File: config.mk
export PLATFORM = sky130hd
export DESIGN_NAME = add64_arbiter_flat
export DESIGN_NICKNAME = d
export VERILOG_FILES = /design/src/rtl/add64_arbiter_pkg.sv /design/src/rtl/add64_arbiter_if.sv /design/src/rtl/add64_arbiter_adder64.sv /design/src/rtl/add64_arbiter_rr_arbiter.sv /design/src/rtl/add64_arbiter.sv /design/src/flat_wrapper.sv
export SDC_FILE = /design/constraint.sdc
export NUM_CORES = 1
export LEC_CHECK = 0
export ABC_AREA = 1
export BUFFER_PORTS_ARGS = -buffer_cell sky130_fd_sc_hd__buf_2
export CAP_MARGIN = 20
export CORE_MARGIN = 2
export CORE_UTILIZATION = 57
export DETAILED_ROUTE_END_ITERATION = 6
export HOLD_SLACK_MARGIN = 0.12
export PLACE_DENSITY = 0.81
export SETUP_SLACK_MARGIN = 0.15
export SLEW_MARGIN = 0
export SYNTH_ARGS = -nofsm -noshare
export SYNTH_HDL_FRONTEND = slang
export SYNTH_SLANG_ARGS = --single-unit
File: constraint.sdc
create_clock -name clk -period 36.5 [get_ports clk]
set_clock_uncertainty 0.1 [all_clocks]
set_input_delay 1.825 -clock clk [delete_from_list [all_inputs] [get_ports clk]]
set_output_delay 1.825 -clock clk [all_outputs]
set_load 0.01 [all_outputs]
File: src/rtl/add64_arbiter_pkg.sv
`default_nettype none
// ============================================================================
// Module      : add64_arbiter_pkg
// Description : Shared constants and helpers for the add64_arbiter block:
//               datapath width, adder latency and ID/counter width helper.
// Revision    : 1.0 - initial release
// ============================================================================
package add64_arbiter_pkg;

   // Datapath width of the shared adder
   localparam int LEN_DATA = 64;

   // Adder stage count; the shadow pipeline depth must match it
   localparam int ADD_LAT = 10;

   // Ceiling log2, used for requester ID and in-flight counter widths
   function automatic int clog2(input int value);
      int result;
      result = 0;
      while ((1 << result) < value) begin
         result = result + 1;
      end
      return result;
   endfunction

   // Width of the in-flight counter: must hold 0..ADD_LAT
   localparam int CNT_W = clog2(ADD_LAT + 1);

endpackage
`default_nettype wire

File: src/rtl/add64_arbiter_if.sv
`default_nettype none
// ============================================================================
// Module      : add64_arbiter_if
// Description : Request/response bundle between the issue ports and the
//               shared-adder arbiter. The slave modport is the arbiter side.
// Revision    : 1.0 - initial release
// ============================================================================
interface add64_arbiter_if
   import add64_arbiter_pkg::*;
#(
   parameter int NREQ = 4
);
   localparam int ID_W = clog2(NREQ);

   logic [NREQ-1:0]          req_valid;
   logic [NREQ-1:0]          req_ready;
   logic [NREQ*LEN_DATA-1:0] req_a;
   logic [NREQ*LEN_DATA-1:0] req_b;
   logic [NREQ-1:0]          rsp_valid;
   logic [NREQ-1:0]          rsp_ready;
   logic [LEN_DATA-1:0]      rsp_sum;
   logic [ID_W-1:0]          rsp_id;
   logic [CNT_W-1:0]         inflight;

   modport slave (
      input  req_valid, req_a, req_b, rsp_ready,
      output req_ready, rsp_valid, rsp_sum, rsp_id, inflight
   );

   modport master (
      output req_valid, req_a, req_b, rsp_ready,
      input  req_ready, rsp_valid, rsp_sum, rsp_id, inflight
   );

endinterface
`default_nettype wire

File: src/rtl/add64_arbiter_adder64.sv
`default_nettype none
// ============================================================================
// Module      : adder64
// Description : Pipelined 64-bit adder with a global enable stall. The sum of
//               operands presented before an enabled edge appears ADD_LAT
//               enabled edges later. Carry-out is discarded.
// Revision    : 1.0 - initial release
// ============================================================================
module adder64
   import add64_arbiter_pkg::*;
(
   input  wire logic                clk,
   input  wire logic                rst,
   input  wire logic                en,
   input  wire logic [LEN_DATA-1:0] a,
   input  wire logic [LEN_DATA-1:0] b,
   output logic      [LEN_DATA-1:0] sum,
   output logic                     rdy
);
   logic [LEN_DATA-1:0] r_stage [ADD_LAT];
   logic                r_rdy;

   // Add in the first stage, then carry the result down the delay stages
   always_ff @(posedge clk) begin
      if (rst) begin
         for (int i = 0; i < ADD_LAT; i++) begin
            r_stage[i] <= '0;
         end
         r_rdy <= 1'b0;
      end else begin
         r_rdy <= 1'b1;
         if (en) begin
            r_stage[0] <= a + b;
            for (int i = 1; i < ADD_LAT; i++) begin
               r_stage[i] <= r_stage[i-1];
            end
         end
      end
   end

   assign sum = r_stage[ADD_LAT-1];
   assign rdy = r_rdy;

endmodule
`default_nettype wire

File: src/rtl/add64_arbiter_rr_arbiter.sv
`default_nettype none
// ============================================================================
// Module      : rr_arbiter
// Description : Combinational round-robin arbiter. Searches the request
//               vector cyclically starting at ptr; the pointer itself is held
//               by the parent.
// Revision    : 1.0 - initial release
// ============================================================================
module rr_arbiter #(
   parameter int NREQ = 4,
   parameter int ID_W = 2
) (
   input  wire logic [NREQ-1:0] req,
   input  wire logic [ID_W-1:0] ptr,
   input  wire logic            en,
   output logic      [NREQ-1:0] grant,
   output logic      [ID_W-1:0] grant_id,
   output logic                 grant_any
);
   logic [2*NREQ-1:0] w_req2;
   logic [NREQ-1:0]   w_rot;

   // Rotate so that bit k is requester (ptr + k) mod NREQ
   assign w_req2 = {req, req} >> ptr;
   assign w_rot  = w_req2[NREQ-1:0];

   // Lowest rotated position wins; map it back to a requester index
   always_comb begin : p_arb
      int sel;
      sel       = 0;
      grant_any = 1'b0;
      grant     = '0;
      grant_id  = '0;
      for (int k = NREQ - 1; k >= 0; k--) begin
         if (w_rot[k]) begin
            sel       = int'(ptr) + k;
            grant_any = en;
         end
      end
      if (sel >= NREQ) begin
         sel = sel - NREQ;
      end
      for (int i = 0; i < NREQ; i++) begin
         if (grant_any && (sel == i)) begin
            grant[i] = 1'b1;
            grant_id = ID_W'(i);
         end
      end
   end

endmodule
`default_nettype wire

File: src/rtl/add64_arbiter.sv
`default_nettype none
// ============================================================================
// Module      : add64_arbiter
// Description : Shares one pipelined 64-bit adder between NREQ requesters.
//               A round-robin grant feeds the adder; a shadow pipeline of
//               {vld, id} rides alongside it and routes each sum back.
//               A blocked result at the tail stalls the whole pipeline.
// Revision    : 1.0 - initial release
// ============================================================================
module add64_arbiter
   import add64_arbiter_pkg::*;
#(
   parameter int NREQ = 4,
   parameter int ID_W = clog2(NREQ)
) (
   input  wire logic      clk,
   input  wire logic      rst,
   add64_arbiter_if.slave bus
);
   logic [ID_W-1:0]     r_rr_ptr;
   logic                r_vld [ADD_LAT];
   logic [ID_W-1:0]     r_id  [ADD_LAT];
   logic [CNT_W-1:0]    r_inflight;

   logic                w_tail_vld;
   logic [ID_W-1:0]     w_tail_id;
   logic                w_add_en;
   logic                w_arb_en;
   logic                w_tail_done;
   logic [NREQ-1:0]     w_grant;
   logic [ID_W-1:0]     w_grant_id;
   logic                w_grant_any;
   logic [LEN_DATA-1:0] w_add_a;
   logic [LEN_DATA-1:0] w_add_b;
   logic [LEN_DATA-1:0] w_sum;
   logic [NREQ-1:0]     w_rsp_valid;

   assign w_tail_vld  = r_vld[ADD_LAT-1];
   assign w_tail_id   = r_id[ADD_LAT-1];
   // The pipeline only stalls when the tail holds a result nobody will take
   assign w_add_en    = !(w_tail_vld && !bus.rsp_ready[w_tail_id]);
   assign w_arb_en    = w_add_en && !rst;
   assign w_tail_done = w_tail_vld && bus.rsp_ready[w_tail_id] && w_add_en;

   rr_arbiter #(
      .NREQ (NREQ),
      .ID_W (ID_W)
   ) u_rr_arbiter (
      .req       (bus.req_valid),
      .ptr       (r_rr_ptr),
      .en        (w_arb_en),
      .grant     (w_grant),
      .grant_id  (w_grant_id),
      .grant_any (w_grant_any)
   );

   // Select the granted operand pair; zero operands form a bubble
   always_comb begin
      w_add_a = '0;
      w_add_b = '0;
      for (int i = 0; i < NREQ; i++) begin
         if (w_grant[i]) begin
            w_add_a = w_add_a | bus.req_a[i*LEN_DATA +: LEN_DATA];
            w_add_b = w_add_b | bus.req_b[i*LEN_DATA +: LEN_DATA];
         end
      end
   end

   // Ready is not needed: the shadow pipeline already tracks validity
   adder64 u_adder64 (
      .clk (clk),
      .rst (rst),
      .en  (w_add_en),
      .a   (w_add_a),
      .b   (w_add_b),
      .sum (w_sum),
      .rdy ()
   );

   // Shadow pipeline advances in lockstep with the adder enable
   always_ff @(posedge clk) begin
      if (rst) begin
         for (int i = 0; i < ADD_LAT; i++) begin
            r_vld[i] <= 1'b0;
            r_id[i]  <= '0;
         end
      end else if (w_add_en) begin
         r_vld[0] <= w_grant_any;
         r_id[0]  <= w_grant_id;
         for (int i = 1; i < ADD_LAT; i++) begin
            r_vld[i] <= r_vld[i-1];
            r_id[i]  <= r_id[i-1];
         end
      end
   end

   // Round-robin pointer moves past the most recent winner
   always_ff @(posedge clk) begin
      if (rst) begin
         r_rr_ptr <= '0;
      end else if (w_grant_any) begin
         r_rr_ptr <= (w_grant_id == ID_W'(NREQ - 1)) ? '0 : w_grant_id + 1'b1;
      end
   end

   // In-flight count: grant adds one, a taken tail result removes one
   always_ff @(posedge clk) begin
      if (rst) begin
         r_inflight <= '0;
      end else if (w_grant_any && !w_tail_done) begin
         r_inflight <= r_inflight + 1'b1;
      end else if (!w_grant_any && w_tail_done) begin
         r_inflight <= r_inflight - 1'b1;
      end
   end

   // Decode the tail owner into a one-hot response valid
   always_comb begin
      w_rsp_valid = '0;
      for (int i = 0; i < NREQ; i++) begin
         w_rsp_valid[i] = w_tail_vld && (w_tail_id == ID_W'(i));
      end
   end

   assign bus.req_ready = w_grant;
   assign bus.rsp_valid = w_rsp_valid;
   assign bus.rsp_sum   = w_sum;
   assign bus.rsp_id    = w_tail_id;
   assign bus.inflight  = r_inflight;

endmodule
`default_nettype wire
File: src/flat_wrapper.sv
// flat-port wrapper written by rule: the top's interface ports become plain ports
module add64_arbiter_flat import add64_arbiter_pkg::*;
#(
   parameter int NREQ = 4,
   parameter int ID_W = clog2(NREQ)
)
  (clk, rst, bus_req_valid, bus_req_a, bus_req_b, bus_rsp_ready, bus_req_ready, bus_rsp_valid, bus_rsp_sum, bus_rsp_id, bus_inflight);
  add64_arbiter_if #(.NREQ(NREQ)) bus_i ();
  input  wire logic clk;
  input  wire logic rst;
  input wire logic [$bits(bus_i.req_valid)-1:0] bus_req_valid;
  input wire logic [$bits(bus_i.req_a)-1:0] bus_req_a;
  input wire logic [$bits(bus_i.req_b)-1:0] bus_req_b;
  input wire logic [$bits(bus_i.rsp_ready)-1:0] bus_rsp_ready;
  output wire logic [$bits(bus_i.req_ready)-1:0] bus_req_ready;
  output wire logic [$bits(bus_i.rsp_valid)-1:0] bus_rsp_valid;
  output wire logic [$bits(bus_i.rsp_sum)-1:0] bus_rsp_sum;
  output wire logic [$bits(bus_i.rsp_id)-1:0] bus_rsp_id;
  output wire logic [$bits(bus_i.inflight)-1:0] bus_inflight;
  assign bus_i.req_valid = bus_req_valid;
  assign bus_i.req_a = bus_req_a;
  assign bus_i.req_b = bus_req_b;
  assign bus_i.rsp_ready = bus_rsp_ready;
  assign bus_req_ready = bus_i.req_ready;
  assign bus_rsp_valid = bus_i.rsp_valid;
  assign bus_rsp_sum = bus_i.rsp_sum;
  assign bus_rsp_id = bus_i.rsp_id;
  assign bus_inflight = bus_i.inflight;
  add64_arbiter #(.NREQ(NREQ), .ID_W(ID_W)) u_core (.clk(clk), .rst(rst), .bus(bus_i));
endmodule
# Word level (Yosys, flattened, before mapping)
# Memory sizes are Yosys's and may differ from the RTL's.
# Cells that the tools add are included.
# word_totals
ff_bits,6
latchBits,0
ramBits,670
rom_bits,0
wordCells,145
mem_count,3
# memory_table
name,depth,word_bits,rd,rd_clocked_by_memory_dff,wr,line_no,rtl
u_core.u_adder64.r_stage,10,64,10,0,10,add64_arbiter_adder64.sv:20,logic [LEN_DATA-1:0] r_stage [ADD_LAT];
u_core.r_id,10,2,10,0,10,add64_arbiter.sv:22,logic [ID_W-1:0] r_id [ADD_LAT];
u_core.r_vld,10,1,10,0,10,add64_arbiter.sv:21,logic r_vld [ADD_LAT];
# classes
addsub,8
multipliers,0
n_div,0
order_cmp,2
eq_ne,7
shifts,1
muxes,64
n_bitwise,36
n_reduce_logical,22
# op_table
op,count
64-bit 2-to-1 mux,18
64-bit bitwise OR,6
32-bit 2-to-1 mux,4
64-bit adder,1
"32-bit by 3-bit equality test with 1-bit output, second input constant",2
"32-bit by 2-bit equality test with 1-bit output, second input constant",1
"32-bit by 4-bit greater-or-equal comparator with 1-bit output, second input constant",1
32-bit logical NOT,1
"32-bit by 4-bit subtractor with 32-bit output, second input constant",1
1-bit bitwise OR,30
2-bit 2-to-1 mux,13
1-bit 2-to-1 mux,25
1-bit logical AND,14
4-bit 2-to-1 mux,2
8-bit by 2-bit right shift with 4-bit output,1
"2-bit by 2-bit adder with 3-bit output, second input constant",2
"2-bit equality test, second input constant",3
1-bit logical NOT,5
"4-bit by 1-bit adder with 4-bit output, second input constant",1
"4-bit by 1-bit subtractor with 4-bit output, second input constant",1
"2-bit by 1-bit adder with 3-bit output, second input constant",1
"2-bit by 3-bit less-than comparator with 1-bit output, second input constant",1
3-bit 2-to-1 mux,1
"2-bit by 1-bit adder with 2-bit output, second input constant",1
4 further kinds,4

# Longest topological paths before layout
# An unclocked memory read counts as a cell.
# depth
depth_word,22
depth_mapped,34
mapped_depth_nobuf,33

# Modules after synthesis
# From an unflattened synthesis, not the netlist that was laid out.
# unflattened
cells_unflattened,4200
area_unflattened_um2,35476.5
# by_module_without_submodules
mod,instances,cells_per_inst,area_per_inst_um2
adder64,1,3275,30519.3
add64_arbiter,1,856,4606.9
rr_arbiter,1,69,350.3

# Worst setup path after synthesis
# OpenSTA, ideal clock, no wires.
# synth_path
kind,input-to-reg
startpoint,input bus_rsp_ready[3]
endpoint,"memory u_core.r_id[0][0], enable pin"
arrival_time_ns,20.013
slack_ns,8.664
stages,4
path_buffers,0
path_cell_list,nand3_1 > nand2_1 > inv_1 > nand4_1
# synth_rtl
element,line_no,rtl
from (decl),flat_wrapper.sv:14,input wire logic [$bits(bus_i.rsp_ready)-1:0] bus_rsp_ready;
to (decl),add64_arbiter.sv:22,

==> out/results.ini <==
[global_route]
grt_max_degree = 211
grt_pass1_vias = 25400
grt_antenna_before_repair = 31
gr-total-overflow = 0
grt_usage = 0.336
grt_pass1_wl_mm = 150

[setup_path]
worstPathRequired_ns = 36.79
cp_common_cell = nand2_1
r2r_cells = 28
crit_path_max_incr_delay_ns = 0.81
r2r-end = u_core.u_adder64.r_stage[0][34]
crit_fanout = 100
arrival_ns = 6.81
start_kind = primary input
cp-end-kind = flop
timing.rr.start = u_core.r_rr_ptr[0]
critPathKind = primary input to flop
r2r_setup_slack_ns = 30.53
crit_slowest_cell = buf_4

[cts]
clockBufferDepth = 3
numCtsBuffers = 61
ctsResizeCount = 0
cts.clk_slew.worst_paths_ns = 0.07
hold_buffers = 0
post_cts_buffers = 0
cts_sinks = 676
cts_tree = yes
htreeDepth = 2
cts-root-buf = clkbuf_16
clk_latency_ns = 0.62

[finish]
syn_to_final_growth_pct = 16.2
fin_nets = 4820
seq_area_mm2 = 0.0202
drive_gt1_frac = 0.170
n_fill_cell = 4352
multi_input_area_mm2 = 0.00956

[sta]
fin_crit_sh = 0.179
slew_viol_final = 0
max_slew_margin = 0.224
max_slew.worst_pin.slew_ns = 1.16
tns_ns = 0
period_minus_slack_ns = 6.52
setup_viol_count_final = 0
max_freq_mhz = 153
grt_setup_unrepaired = no
finalWorstSetupSlack_ns = 29.98
hold_viol = 0

[power]
p_int_mw = 1.67
switching_share = 0.443
clkPwrFrac = 0.202
pwr-share-seq = 0.319
power_leakage_nw = 16.9
comb_power_share = 0.479
powerDensity_mw_per_mm2 = 77.3
power.switching_mw = 1.33
ir_worst_vdd_v = 0.0000590

[placement]
port_buffers = 599
dp_worst_setup_slack_ns = 29.53
hpwl_mm = 77.4
place_congestion = 0.989

[synth]
netlist.top_cell.by_area = edfxtp_1
synth_warnings = 0
synthFlopType = edfxtp_1
synthTopCellsByArea = edfxtp_1 (60%), nor2_1 (8.8%), inv_1 (8.6%)
yosysTopAreaCellShare = 0.603
synth_edf_count = 670
syn-instance-count = 3678
synth_area_mm2 = 0.0334
ys_async_sr_fraction = 0
synth.avg_cell_area_um2 = 9.07
synth_cell_type_count = 42
ys_ff_latch = 676
syn_nets = 4269
ys_seq_area_frac = 0.607

[route]
vias = 26400
drc = 3
via_per_inst = 5.21
drt_first_pass_iters = 7
initialDrtViolationCount = 2292
ant_nets = 0
wl_per_cell_um = 20.1
drt_wl_total_mm = 102

[worst_hold_path]
min_to = u_core.bus.inflight[3]
min_path_cells = 2
min_from = u_core.bus.inflight[3]
min_path_type = flop to flop

[run]
drv_cap = 0

[floorplanning]
die_x_um = 246
io_pins = 600
die_area_mm2 = 0.0605
start_util = 0.577
core-area_mm2 = 0.0578
rows = 88
die_height_um = 246

[run_status]
violations = DRC
status = finished, violations left

-- registers in the layout, summed over array words and instances (netlist names) --
name                      flops
u_core.u_adder64.r_stage    640
u_core.r_rr_ptr               2
u_core.r_vld                 10
u_core.bus.inflight           4
u_core.r_id                  20
-- worst max-delay path by stage --
stage	start	end	slack (ns)	cells after the start
5_1_grt	bus_req_valid[3]	u_core.u_adder64.r_stage[0][48]	29.59	31
4_1_cts	bus_req_valid[3]	u_core.u_adder64.r_stage[0][34]	30.20	30
2_1_floorplan	bus_rsp_ready[3]	u_core.r_id[0][0]	8.66	4
3_3_place_gp	bus_req_valid[3]	u_core.u_adder64.r_stage[0][48]	29.68	31
6_report	bus_req_valid[3]	u_core.u_adder64.r_stage[0][34]	29.98	30
3_5_place_dp	bus_req_valid[3]	u_core.u_adder64.r_stage[0][34]	29.53	30
-- layer usage --
layer / global-route usage / part of all wire
met5: 0 / 0.00079
met4: 0.164 / 0.051
met3: 0.0646 / 0.074
met2: 0.552 / 0.48
met1: 0.428 / 0.40
-- power groups by stage --
stage                     clock [mW]  combinational, mW  sequential [mW]
after global routing           0.641               1.56            0.963
after global placement             0               1.40            0.972
after detailed placement           0               1.39            0.974
final                          0.606               1.44            0.958
after CTS                      0.612               1.41            0.958
after floorplan                    0              0.902            0.962
-- cell families after synthesis --
group | Yosys count | synth area share
buffers and inverters | 904 | 0.107
DFF | 676 | 0.607
xor gates and xnor gates | 8 | 0.00210
and+or+nand+nor | 1736 | 0.210
AOI/OAI and AO/OA | 285 | 0.0476
adders and majority gates | 69 | 0.0263
-- cell type report --
type                            count  area share
Antenna cell                       24     0.00155
Clock buffer                       72      0.0410
Clock inverter                     42     0.00816
Inverter                          776      0.0755
Multi-Input combinational cell   2098       0.246
Sequential cell                   676       0.522
Tap cell                          765      0.0247
Timing Repair Buffer              616      0.0809
-- stage by stage --
stage	utilization	cells	cell area (um2)	total power [mW]	hold slack [ns]
6_report	0.671	5069	38800	3.00	0.419
5_1_grt	0.670	5058	38800	3.17	0.443
4_1_cts	0.670	5045	38700	2.97	0.408
3_5_place_dp	0.637	4931	36800	2.37	0.397
3_3_place_gp	0.637	4931	36800	2.37	0.392
2_1_floorplan	-	3678	33400	1.86	0.397
-- cells in the mapped netlist (all sizes together), types with 3 or more instances --
| library cell | instances |
|---|---|
| o21ai | 88 |
| o21a | 12 |
| a31oi | 12 |
| clkbuf | 46 |
| nor3 | 13 |
| nor2 | 779 |
| nand3 | 52 |
| buf | 82 |
| a21o | 13 |
| xor2 | 8 |
| and3 | 8 |
| dfxtp | 6 |
| a21boi | 5 |
| inv | 775 |
| nand3b | 3 |
| edfxtp | 670 |
| nand2 | 744 |
| ha | 67 |
| a21oi | 134 |
| nand4 | 133 |
| o21bai | 12 |
-- layout by cell type, fill, tap and decap left out, types with 12 or more instances in the layout --
cell	n
a21o_1	13
o21bai_1	12
a31oi_1	12
edfxtp_1	670
a21oi_1	133
nand4_1	133
buf_2	599
o21ai_0	86
ha_1	67
nand3_1	50
o21a_1	12
clkbuf_16	62
nor3_1	13
inv_1	767
buf_4	16
nand2_1	734
diode_2	24
nor2_1	778
clkinv_1	18
-- worst max-delay path, delay by kind of cell --
family / cells / cell delay [ns]
adders and majority gates: 2 / 0.64
buffers and inverters: 7 / 1.49
and+or+nand+nor: 17 / 1.68
AOI/OAI and AO/OA: 4 / 1.03
(Power assumes the default switching activity.)
